--- src/rtl/reg_bank_pkg.sv ---
// Shared types and defaults for the reg_bank register file.
//   clr_state_e : clear-engine states (idle, sweeping, one-cycle done).
//   DefaultN / DefaultDepth : default data width and entry count.
//   word_t      : one data word at the default width.
package reg_bank_pkg;

  localparam int unsigned DefaultN     = 24;
  localparam int unsigned DefaultDepth = 16;

  typedef enum logic [1:0] {
    StIdle  = 2'd0,
    StClear = 2'd1,
    StDone  = 2'd2
  } clr_state_e;

  typedef logic [DefaultN-1:0] word_t;

endpackage

--- src/rtl/reg_bank_clr_fsm.sv ---
// Clear engine for reg_bank: sweeps every entry to zero, one per cycle.
// Ports:
//   clk, rst   : clock, asynchronous active-low reset
//   clr_req    : one-cycle start request (ignored unless idle)
//   clr_busy   : high for exactly DEPTH cycles while sweeping
//   clr_done   : one-cycle pulse in the cycle after the last entry is cleared
//   clr_en     : write-zero strobe to the storage array
//   clr_addr   : entry being cleared this cycle
module reg_bank_clr_fsm
  import reg_bank_pkg::*;
#(
  parameter int unsigned DEPTH = DefaultDepth,
  localparam int unsigned AW   = $clog2(DEPTH)
) (
  input  logic          clk,
  input  logic          rst,
  input  logic          clr_req,
  output logic          clr_busy,
  output logic          clr_done,
  output logic          clr_en,
  output logic [AW-1:0] clr_addr
);

  clr_state_e    state_q, state_d;
  logic [AW-1:0] cnt_q, cnt_d;

  always_ff @(posedge clk or negedge rst) begin
    if (!rst) begin
      state_q <= StIdle;
      cnt_q   <= '0;
    end else begin
      state_q <= state_d;
      cnt_q   <= cnt_d;
    end
  end

  always_comb begin
    state_d = state_q;
    cnt_d   = cnt_q;
    unique case (state_q)
      StIdle: begin
        if (clr_req) begin
          state_d = StClear;
          cnt_d   = '0;
        end
      end
      StClear: begin
        // Counter wraps naturally at DEPTH-1; the terminal compare ends the sweep.
        cnt_d = cnt_q + AW'(1);
        if (cnt_q == AW'(DEPTH - 1)) begin
          state_d = StDone;
        end
      end
      StDone: begin
        state_d = StIdle;
      end
      default: begin
        state_d = StIdle;
      end
    endcase
  end

  // Pure decodes of the state register, so both outputs are glitch-free.
  assign clr_busy = (state_q == StClear);
  assign clr_done = (state_q == StDone);
  assign clr_en   = clr_busy;
  assign clr_addr = cnt_q;

endmodule

--- src/rtl/reg_bank.sv ---
// Register bank: DEPTH x N storage, two combinational read ports, one
// synchronous write port with same-cycle write-to-read bypass, and a
// sequential clear engine that zeroes the bank without a reset.
// Ports:
//   clk, rst          : clock, asynchronous active-low reset
//   we, waddr, wdata  : write port (dropped while clr_busy)
//   raddr_a, rdata_a  : read port A (combinational, bypassed)
//   raddr_b, rdata_b  : read port B (combinational, bypassed)
//   clr_req           : start a bank clear
//   clr_busy, clr_done: clear sweep status
// Build option: define REG_BANK_ZERO_REG_EN to hardwire entry 0 to zero.
module reg_bank
  import reg_bank_pkg::*;
#(
  parameter int unsigned N     = DefaultN,
  parameter int unsigned DEPTH = DefaultDepth,
  localparam int unsigned AW   = $clog2(DEPTH)
) (
  input  logic          clk,
  input  logic          rst,
  input  logic          we,
  input  logic [AW-1:0] waddr,
  input  logic [N-1:0]  wdata,
  input  logic [AW-1:0] raddr_a,
  output logic [N-1:0]  rdata_a,
  input  logic [AW-1:0] raddr_b,
  output logic [N-1:0]  rdata_b,
  input  logic          clr_req,
  output logic          clr_busy,
  output logic          clr_done
);

  logic [N-1:0]  mem_q [DEPTH];
  logic          clr_en;
  logic [AW-1:0] clr_addr;
  logic          wr_en;

  reg_bank_clr_fsm #(
    .DEPTH (DEPTH)
  ) u_clr_fsm (
    .clk      (clk),
    .rst      (rst),
    .clr_req  (clr_req),
    .clr_busy (clr_busy),
    .clr_done (clr_done),
    .clr_en   (clr_en),
    .clr_addr (clr_addr)
  );

  // Effective write: suppressed during the sweep, and for entry 0 when it is hardwired.
`ifdef REG_BANK_ZERO_REG_EN
  assign wr_en = we && !clr_busy && (waddr != '0);
`else
  assign wr_en = we && !clr_busy;
`endif

  always_ff @(posedge clk or negedge rst) begin
    if (!rst) begin
      for (int unsigned i = 0; i < DEPTH; i++) begin
        mem_q[i] <= '0;
      end
    end else begin
      for (int unsigned i = 0; i < DEPTH; i++) begin
        if (clr_en && (clr_addr == AW'(i))) begin
          mem_q[i] <= '0;
        end else if (wr_en && (waddr == AW'(i))) begin
          mem_q[i] <= wdata;
        end
      end
    end
  end

  always_comb begin
    rdata_a = mem_q[raddr_a];
    if (wr_en && (waddr == raddr_a)) begin
      rdata_a = wdata;
    end
`ifdef REG_BANK_ZERO_REG_EN
    if (raddr_a == '0) begin
      rdata_a = '0;
    end
`endif
  end

  always_comb begin
    rdata_b = mem_q[raddr_b];
    if (wr_en && (waddr == raddr_b)) begin
      rdata_b = wdata;
    end
`ifdef REG_BANK_ZERO_REG_EN
    if (raddr_b == '0) begin
      rdata_b = '0;
    end
`endif
  end

endmodule

--- config.mk ---
export PLATFORM = sky130hd
export DESIGN_NAME = reg_bank
export DESIGN_NICKNAME = d
export VERILOG_FILES = /design/src/rtl/reg_bank_pkg.sv /design/src/rtl/reg_bank_clr_fsm.sv /design/src/rtl/reg_bank.sv
export SDC_FILE = /design/constraint.sdc
export NUM_CORES = 1
export LEC_CHECK = 0
export ABC_AREA = 1
export BUFFER_PORTS_ARGS = -buffer_cell sky130_fd_sc_hd__buf_4
export CAP_MARGIN = 5
export CORE_UTILIZATION = 55
export DETAILED_ROUTE_END_ITERATION = 10
export PLACE_DENSITY = 0.77
export SLEW_MARGIN = 20
export SYNTH_ARGS = -nofsm -noshare
export SYNTH_HDL_FRONTEND = slang
export SYNTH_SLANG_ARGS = --single-unit
--- constraint.sdc ---
create_clock -name clk -period 3.7 [get_ports clk]
set_clock_uncertainty 0.2 [all_clocks]
set_input_delay 0.74 -clock clk [delete_from_list [all_inputs] [get_ports clk]]
set_output_delay 0.74 -clock clk [all_outputs]
set_load 0.03 [all_outputs]
# Word-level counts from Yosys, hierarchy flattened
# Index checks and enable logic that the tools add are counted.
dict set report op_classes {
  magnitude_cmp 2
  n_eq_ne 36
  n_mux 45
  bitwise_logic 2
  n_addsub 1
  reduce_logical 58
}
# op n
set ops {}
lappend ops {{24-bit 2-to-1 mux} 38}
lappend ops {{24-bit binary-select mux with 4-bit select} 2}
lappend ops {{4-bit == test, second input constant} 16}
lappend ops {{1-bit logical AND} 35}
lappend ops {{2-bit nonzero test} 17}
lappend ops {{4-bit by 3-bit == test with 1-bit output, second input constant} 8}
lappend ops {{4-bit by 2-bit == test with 1-bit output, second input constant} 4}
lappend ops {{5-bit >= comparator, second input constant} 2}
lappend ops {{4-bit NOT with 5-bit output} 2}
lappend ops {{4-bit by 1-bit == test with 1-bit output, second input constant} 2}
lappend ops {{4-bit == test} 2}
lappend ops {{4-bit zero test} 2}
lappend ops {{4-bit one-hot mux with 2 select lines} 1}
lappend ops {{4-bit by 1-bit adder with 4-bit output, second input constant} 1}
lappend ops {{2-bit 2-to-1 mux} 2}
lappend ops {{4-bit 2-to-1 mux} 1}
lappend ops {{2-bit one-hot mux with 2 select lines} 1}
lappend ops {{2-bit AND reduction} 2}
lappend ops {{2-bit by 1-bit == test with 1-bit output, second input constant} 1}
lappend ops {{2-bit == test, second input constant} 1}
lappend ops {{2-bit zero test} 1}
lappend ops {{2-bit by 1-bit != test with 1-bit output, second input constant} 1}
lappend ops {{2-bit != test, second input constant} 1}
lappend ops {{1-bit zero test} 1}
dict set report totals {
  input_bits 40
  out_inout_bits 50
  word_cells 162
  reg_bits 390
}

# Depth between registers and ports, before layout
# Gate-level depths: netlist (run 1).
dict set report logic_depth {
  ltp_word 6
  ltp_mapped 11
  depth_no_buf 8
}

# Cells and area by module
# From an unflattened synthesis (run 1), not the netlist that was laid out.
dict set report hier_totals {
  cells_unflattened 3216
  hier_area_um2 22556.6
}
# mod n_inst cells_per_inst seq_area_each_um2 area_each_um2
set modules_own_cells {}
lappend modules_own_cells {reg_bank 1 3179 9609.2 22230.1}
lappend modules_own_cells {reg_bank_clr_fsm 1 37 150.1 326.6}

# Worst setup path after synthesis (run 1)
# Ideal clock, no wire load.
dict set report synth_timing {
  path_kind {input to output}
  from {in raddr_b[3]}
  to {out rdata_b[13]}
  path_buffers 2
  t_required_ns 2.760
  t_arrival_ns 1.851
  path_slack_ns 0.909
  cell_stages 9
  path_cell_list {buf_2 -> inv_2 -> nand2_1 -> a21oi_1 -> nand2_1 -> inv_2 -> buf_2 -> nand2_1 -> nand2_1}
}
dict set report synth_via {
  elab_chain_cells 5
  elab_cells_between_ends 7
  cone_classes {eq/ne (1); mux (4); bitwise (1); reduce/logical (1)}
}
# item line
set synth_lines {}
lappend synth_lines {{from (decl)} reg_bank.sv:26} ;# input logic [AW-1:0] raddr_b,
lappend synth_lines {{4-bit NOT with 5-bit output (implied by the code)} reg_bank.sv:86} ;# rdata_b = mem_q[raddr_b];
lappend synth_lines {{24-bit binary-select mux with 4-bit select} reg_bank.sv:86}
lappend synth_lines {{24-bit 2-to-1 mux (implied by the code) (2 in series)} reg_bank.sv:86}
lappend synth_lines {{24-bit 2-to-1 mux *} reg_bank.sv:87} ;# if (wr_en && (waddr == raddr_b)) begin
lappend synth_lines {{to (decl)} reg_bank.sv:27} ;# output logic [N-1:0] rdata_b,
# Every way passes the cells marked *; elsewhere a longest branch is shown, timed or not. The select of a mux whose other input is x is not followed.

# Worst setup path after layout (run 1)
dict set report layout_timing {
  from {in raddr_b[1]}
  to {out rdata_b[19]}
}
# Same word-level chain as after synthesis.

==> results of run 1 <==
[placed cells by master (no fill, tap or decap), drive strengths merged, types with 3 or more instances in the layout]
master	instances
inv	432
clkinv	9
xor2	3
nor2	29
dfrtp	390
bufinv	5
o21ai	3
nand3	697
buf	171
clkbuf	65
nand2	1009
o22ai	388
ha	4
[where the power goes]
| group | internal, uW | switching (uW) | total, uW |
|---|---|---|---|
| clock network | 2840 | 1830 | 4660 |
| logic | 1820 | 3950 | 5780 |
| registers | 5540 | 368 | 5910 |
| total | 10200 | 6150 | 16300 |
[final timing paths]
| kind | startpoint | to | slack (ns) |
|---|---|---|---|
| min in group asynchronous | rst | mem_q[256]$_DFFE_PN0P_ | 0.56 |
| worst max register to register | u_clr_fsm.state_q[0]$_DFFE_PN0P_ | mem_q[68]$_DFFE_PN0P_ | 1.15 |
| max in group asynchronous | rst | mem_q[363]$_DFFE_PN0P_ | 1.81 |
| worst max-delay path | raddr_b[1] | rdata_b[19] | 0.17 |
| worst min-delay path | clr_req | u_clr_fsm.state_q[0]$_DFFE_PN0P_ | 0.23 |
| worst min register to register | mem_q[28]$_DFFE_PN0P_ | mem_q[28]$_DFFE_PN0P_ | 0.33 |
[layer usage]
metal / vias up / global-route usage (%)
met2: 2318 / 61.4
met4: 0 / 27.5
met5: - / 0
met3: 595 / 14.3
met1: 11400 / 55.5
li1: 10500 / -
[cell type report]
type	count	area (sq um)	area share, %
clock inverters	12	185	0.731
repair buffers	172	1670	6.60
inverters	434	1640	6.49
multi-input cells	2137	10100	39.7
clock buffers	65	1340	5.29
well taps	532	666	2.63
flip-flops and latches	390	9760	38.5
[worst register-to-register path, stage by stage, from the launching register on]
cell and delay [ns]:
dfrtp_1 0.42, nand2_4 0.14, nand2_4 0.11, inv_4 0.27
nand2_4 0.42, nand2_2 0.17, buf_4 0.47, o22ai_1 0.19
[per-stage QoR]
step	cell area (sq um)	setup slack (ns)
2_1_floorplan	22800	0.909
3_3_place_gp	23800	0.376
3_5_place_dp	23800	0.347
4_1_cts	25300	0.342
5_1_grt	25300	0.189
6_report	25300	0.169
[state kept, by name, summed over array words and instances (netlist names)]
signal and count:
u_clr_fsm.state_q 2, u_clr_fsm.clr_addr 4, mem_q 384
[logic make-up (layout without fill, tap and decap cells)]
| family | Yosys count | count (layout) | share of synthesized area [%] |
|---|---|---|---|
| xor+xnor | 3 | 3 | 0.115 |
| fa+ha+maj | 4 | 4 | 0.220 |
| buf+inv | 693 | 683 | 13.0 |
| compound gates | 393 | 393 | 10.8 |
| flops | 390 | 390 | 42.8 |
| simple gates | 1737 | 1737 | 33.1 |
[what timing repair did]
action | CTS | global route
hold endpoints to repair | 3 | 0
hold buffers | 1 | 0
resized for setup | 0 | 0
endpoints found under the setup margin | 0 | 0
==> results.toml, run 1 <==
[global_route]
grt_max_degree = 112
grt_overflow_total = 0
grt_pass1_vias = 24200
antenna_found_initial = 0
grt_pass1_wl_microns = 138000
grt_usage_pct = 42.9

[die]
die_w_microns = 206
die_area_sq_um = 42300
die_h_microns = 206
num_rows = 74
initial_core_util_pct = 55.8
coreArea_sq_um = 40800
ios = 90

[setup_path]
critPathArrivalTime_ns = 2.59
path_max_fanout = 39
r2r_cells = 7
cp_num_buf_inv = 3
criticalPathCategory = "in -> out"
crit_cells = 9
cp_slowest_stage_delay_ns = 0.60
cp-end-kind = "primary output"
path_cells = "buf_4 -> buf_4 -> nand3_1 -> nand3_1 -> nand3_1 -> nand2_1 -> nand2_1 -> nand2_1 -> buf_4"
worstPathRequired_ns = 2.76
cp_top_family = "buffers and inverters"
critical-path-slowest-cell = "buf_4"
critPathLaunchType = "input port"

[clock_network]
cts_sinks = 390
clk_pin_slew_ns = 0.06
worstSkewPairLatency_ns = 0.58
clockBufferDepth = 3
cts_setup_buffers = 0
cts_tree = "built"
cts_root_buf = "clkbuf_16"
htree_levels = 2
numCtsBuffers = 43

[route]
routed-wl-met3_microns = 15400
wl_met1_microns = 31100
drt_iter0_drc = 4040
finalWirelength_microns = 89300
drc = 0
routed-via-count = 24800
first_pass_iters = 6
drt-wirelength-per-cell_microns = 23.9
highest_layer = "met4"
route.met2.wl_microns = 36300
antenna_left = 0
vias_per_cell = 6.61

[timing]
rsz0062_at_grt = "no"
period_needed_ns = 3.53
drv_slew = 0
finalSetupViolations = 0
final.setup.tns_ns = 0
fmaxAchievable_ghz = 0.283
min_period_over_period_pct = 95.4
worstMarginPinSlew_ns = 0.806
fin_hold_ws_ns = 0.229
slew_headroom_pct = 46.3
hold_viol_final = 0

[logic_synthesis]
synthCells = 3220
ys_warn_count = 0
synthTopCellsByCount = "nand2_1 (982), nand3_1 (697), inv_1 (424)"
synth.net_count = 3264
synth_area_leaders = "dfrtp_1 (43%), nand2_1 (16%), nand3_1 (15%)"
yosysTopAreaCell = "dfrtp_1"
yosysSeqAreaShare_pct = 42.8
synthArstFlopShare_pct = 100
ys_types = 25
synth.most_common_cell = "nand2_1"
syn_area_sq_um = 22800
synth_seq_cells = 390
yosys.area.top_type_share_pct = 42.8
syn_avg_cell_area_sq_um = 7.08
ys.flop_type = "dfrtp_1"
synth_edf_count = 0

[outcome]
status = "finished, final reports clean"

[layout]
diodes = 0
fin_cells = 3742
nets = 3222
fin_util_pct = 62.0
area.growth.synth_to_final_pct = 11.2
fillers = 3545
drive_gt1_share_pct = 8.82

[power]
design_power_total_uw = 16300
p_leak_uw = 0.0136
power.density_nw_per_um2 = 645
peakVddDrop_v = 0.000424

[placed_design]
place_congestion = 0.971
dp.cells = 3664
place_hpwl_microns = 49800
portBuffers = 89

[min_path]
hold_path_depth = 3
worstHoldPathType = "in -> reg"

[run]
maxCapViolCount = 0
(Power assumes the default switching activity.)
==> run 2, diff against run 1 <==
Settings changed: CORE_UTILIZATION 55 to 30, PLACE_DENSITY 0.77 to 0.5, REMOVE_ABC_BUFFERS from default to 1.
==> results.toml, run 2 (synthesized netlist as in run 1, its figures left out) <==
[global_route]
grt_overflow_total = 0
grt_pass1_vias = 21800
antenna_found_initial = 2
grt_usage_pct = 25.1
grt_pass1_wl_microns = 147000
grt_max_degree = 97

[power]
power.density_nw_per_um2 = 631
p_leak_uw = 0.0136
peakVddDrop_v = 0.000320

[placed_design]
place_congestion = 0.811
dp.cells = 4106
portBuffers = 89
place_hpwl_microns = 56200
dp_worst_setup_slack_ns = 0.371

[die]
coreArea_sq_um = 74800
die_w_microns = 278
die_area_sq_um = 77100
die_h_microns = 278
num_rows = 100
ios = 90
initial_core_util_pct = 30.5

[route]
first_pass_iters = 6
wl_met1_microns = 42900
route.met2.wl_microns = 42600
routed-wl-met3_microns = 8140
highest_layer = "met4"
vias_per_cell = 5.47
drt-wirelength-per-cell_microns = 23.3
finalWirelength_microns = 97700
routed-via-count = 22900
antenna_left = 0
drt_iter0_drc = 2564
drc = 0

[timing]
finalSetupViolations = 0
fin_hold_ws_ns = 0.232
worstMarginPinSlew_ns = 0.743
rsz0062_at_grt = "no"
min_period_over_period_pct = 93.1
slew_headroom_pct = 50.3
drv_slew = 0
fin_ws_ns = 0.256
period_needed_ns = 3.44
fmaxAchievable_ghz = 0.290
final.setup.tns_ns = 0
hold_viol_final = 0

[setup_path]
path_max_fanout = 13
cp-end-kind = "primary output"
r2r_start = "u_clr_fsm.state_q[0]$_DFFE_PN0P_"
critPathLaunchType = "register"
criticalPathCategory = "reg -> out"
crit_start = "u_clr_fsm.state_q[0]$_DFFE_PN0P_"
worstPathRequired_ns = 2.76
critPathArrivalTime_ns = 2.50

[clock_network]
cts_resized = 0
numCtsBuffers = 47
htree_levels = 2
worstSkewPairLatency_ns = 0.60
cts_sinks = 390
cts_tree = "built"
clk_pin_slew_ns = 0.06
clockBufferDepth = 3
cts_root_buf = "clkbuf_16"

[layout]
fillers = 8060
diodes = 0
final_cell_mix = "nand2_1 (982), nand3_1 (697), inv_1 (422)"
area.growth.synth_to_final_pct = 13.8
fin_cells = 4191
nets = 3231
layout_commonest_cell = "nand2_1"
largest-register = "mem_q"
drive_gt1_share_pct = 8.97
fin_util_pct = 34.7
largest_reg_flops = 384

[min_path]
worstHoldPathType = "in -> reg"
min_from = "clr_req"

[outcome]
status = "finished, final reports clean"

[run]
maxCapViolCount = 0
run 2: changes by cell type in the layout (fill, tap and decap cells not counted):
cell        delta
nor2_4         +1
inv_4          +2
bufinv_16      -3
buf_12         -3
clkbuf_1       +6
buf_4          +8
clkbuf_8       +1
nor2_2         -1
clkbuf_16      +4
clkinvlp_4     +2
clkinv_2       -5
run 2: power by group:
| group | total (uW) | switching [uW] | internal [uW] |
|---|---|---|---|
| clock network | 4780 | 1930 | 2850 |
| registers | 5870 | 333 | 5530 |
| logic | 5720 | 3920 | 1800 |
run 2: final timing paths:
path,to,slack [ns],cells after the start
max in group asynchronous,mem_q[271]$_DFFE_PN0P_,1.88,3
max reg2reg,mem_q[39]$_DFFE_PN0P_,1.23,7
max,rdata_b[3],0.26,9
min reg2reg,mem_q[230]$_DFFE_PN0P_,0.33,2
min,u_clr_fsm.state_q[0]$_DFFE_PN0P_,0.23,3
min in group asynchronous,u_clr_fsm.clr_addr[0]$_DFFE_PN0P_,0.49,2
run 2: critical path, stage by stage (launching register included):
cell,delay [ns]
dfrtp_1,0.42
nand2_4,0.16
nand2_4,0.10
a21oi_1,0.13
nand2_1,0.12
inv_2,0.43
buf_4,0.26
nand2_1,0.06
nand2_1,0.06
buf_4,0.15
run 2: what timing repair did:
item | in CTS | in global routing
hold endpoints to repair | 56 | 0
buffers inserted | 0 | 0
hold buffers | 1 | 0
run 2: area by class of cell:
class	count	area (sq um)	area share [%]
Multi-Input combinational cell	2137	10100	38.8
Sequential cell	390	9760	37.6
Timing Repair Buffer	177	1670	6.45
Inverter	434	1650	6.35
Clock buffer	76	1480	5.70
Tap cell	969	1210	4.67
Clock inverter	8	95.1	0.367
run 2: per-layer routing:
layer	vias up	track usage, %
li1	10500	-
met1	11100	35.7
met2	1092	37.5
met3	210	4.44
met4	0	10.2
met5	-	0
run 2: per-stage QoR:
stage / power [uW] / area (sq um)
6_report: 16400 / 25900
5_1_grt: 17400 / 25900
4_1_cts: 16400 / 25900
3_5_place_dp: 11600 / 24400
3_3_place_gp: 11500 / 24400
2_1_floorplan: 9550 / 21500
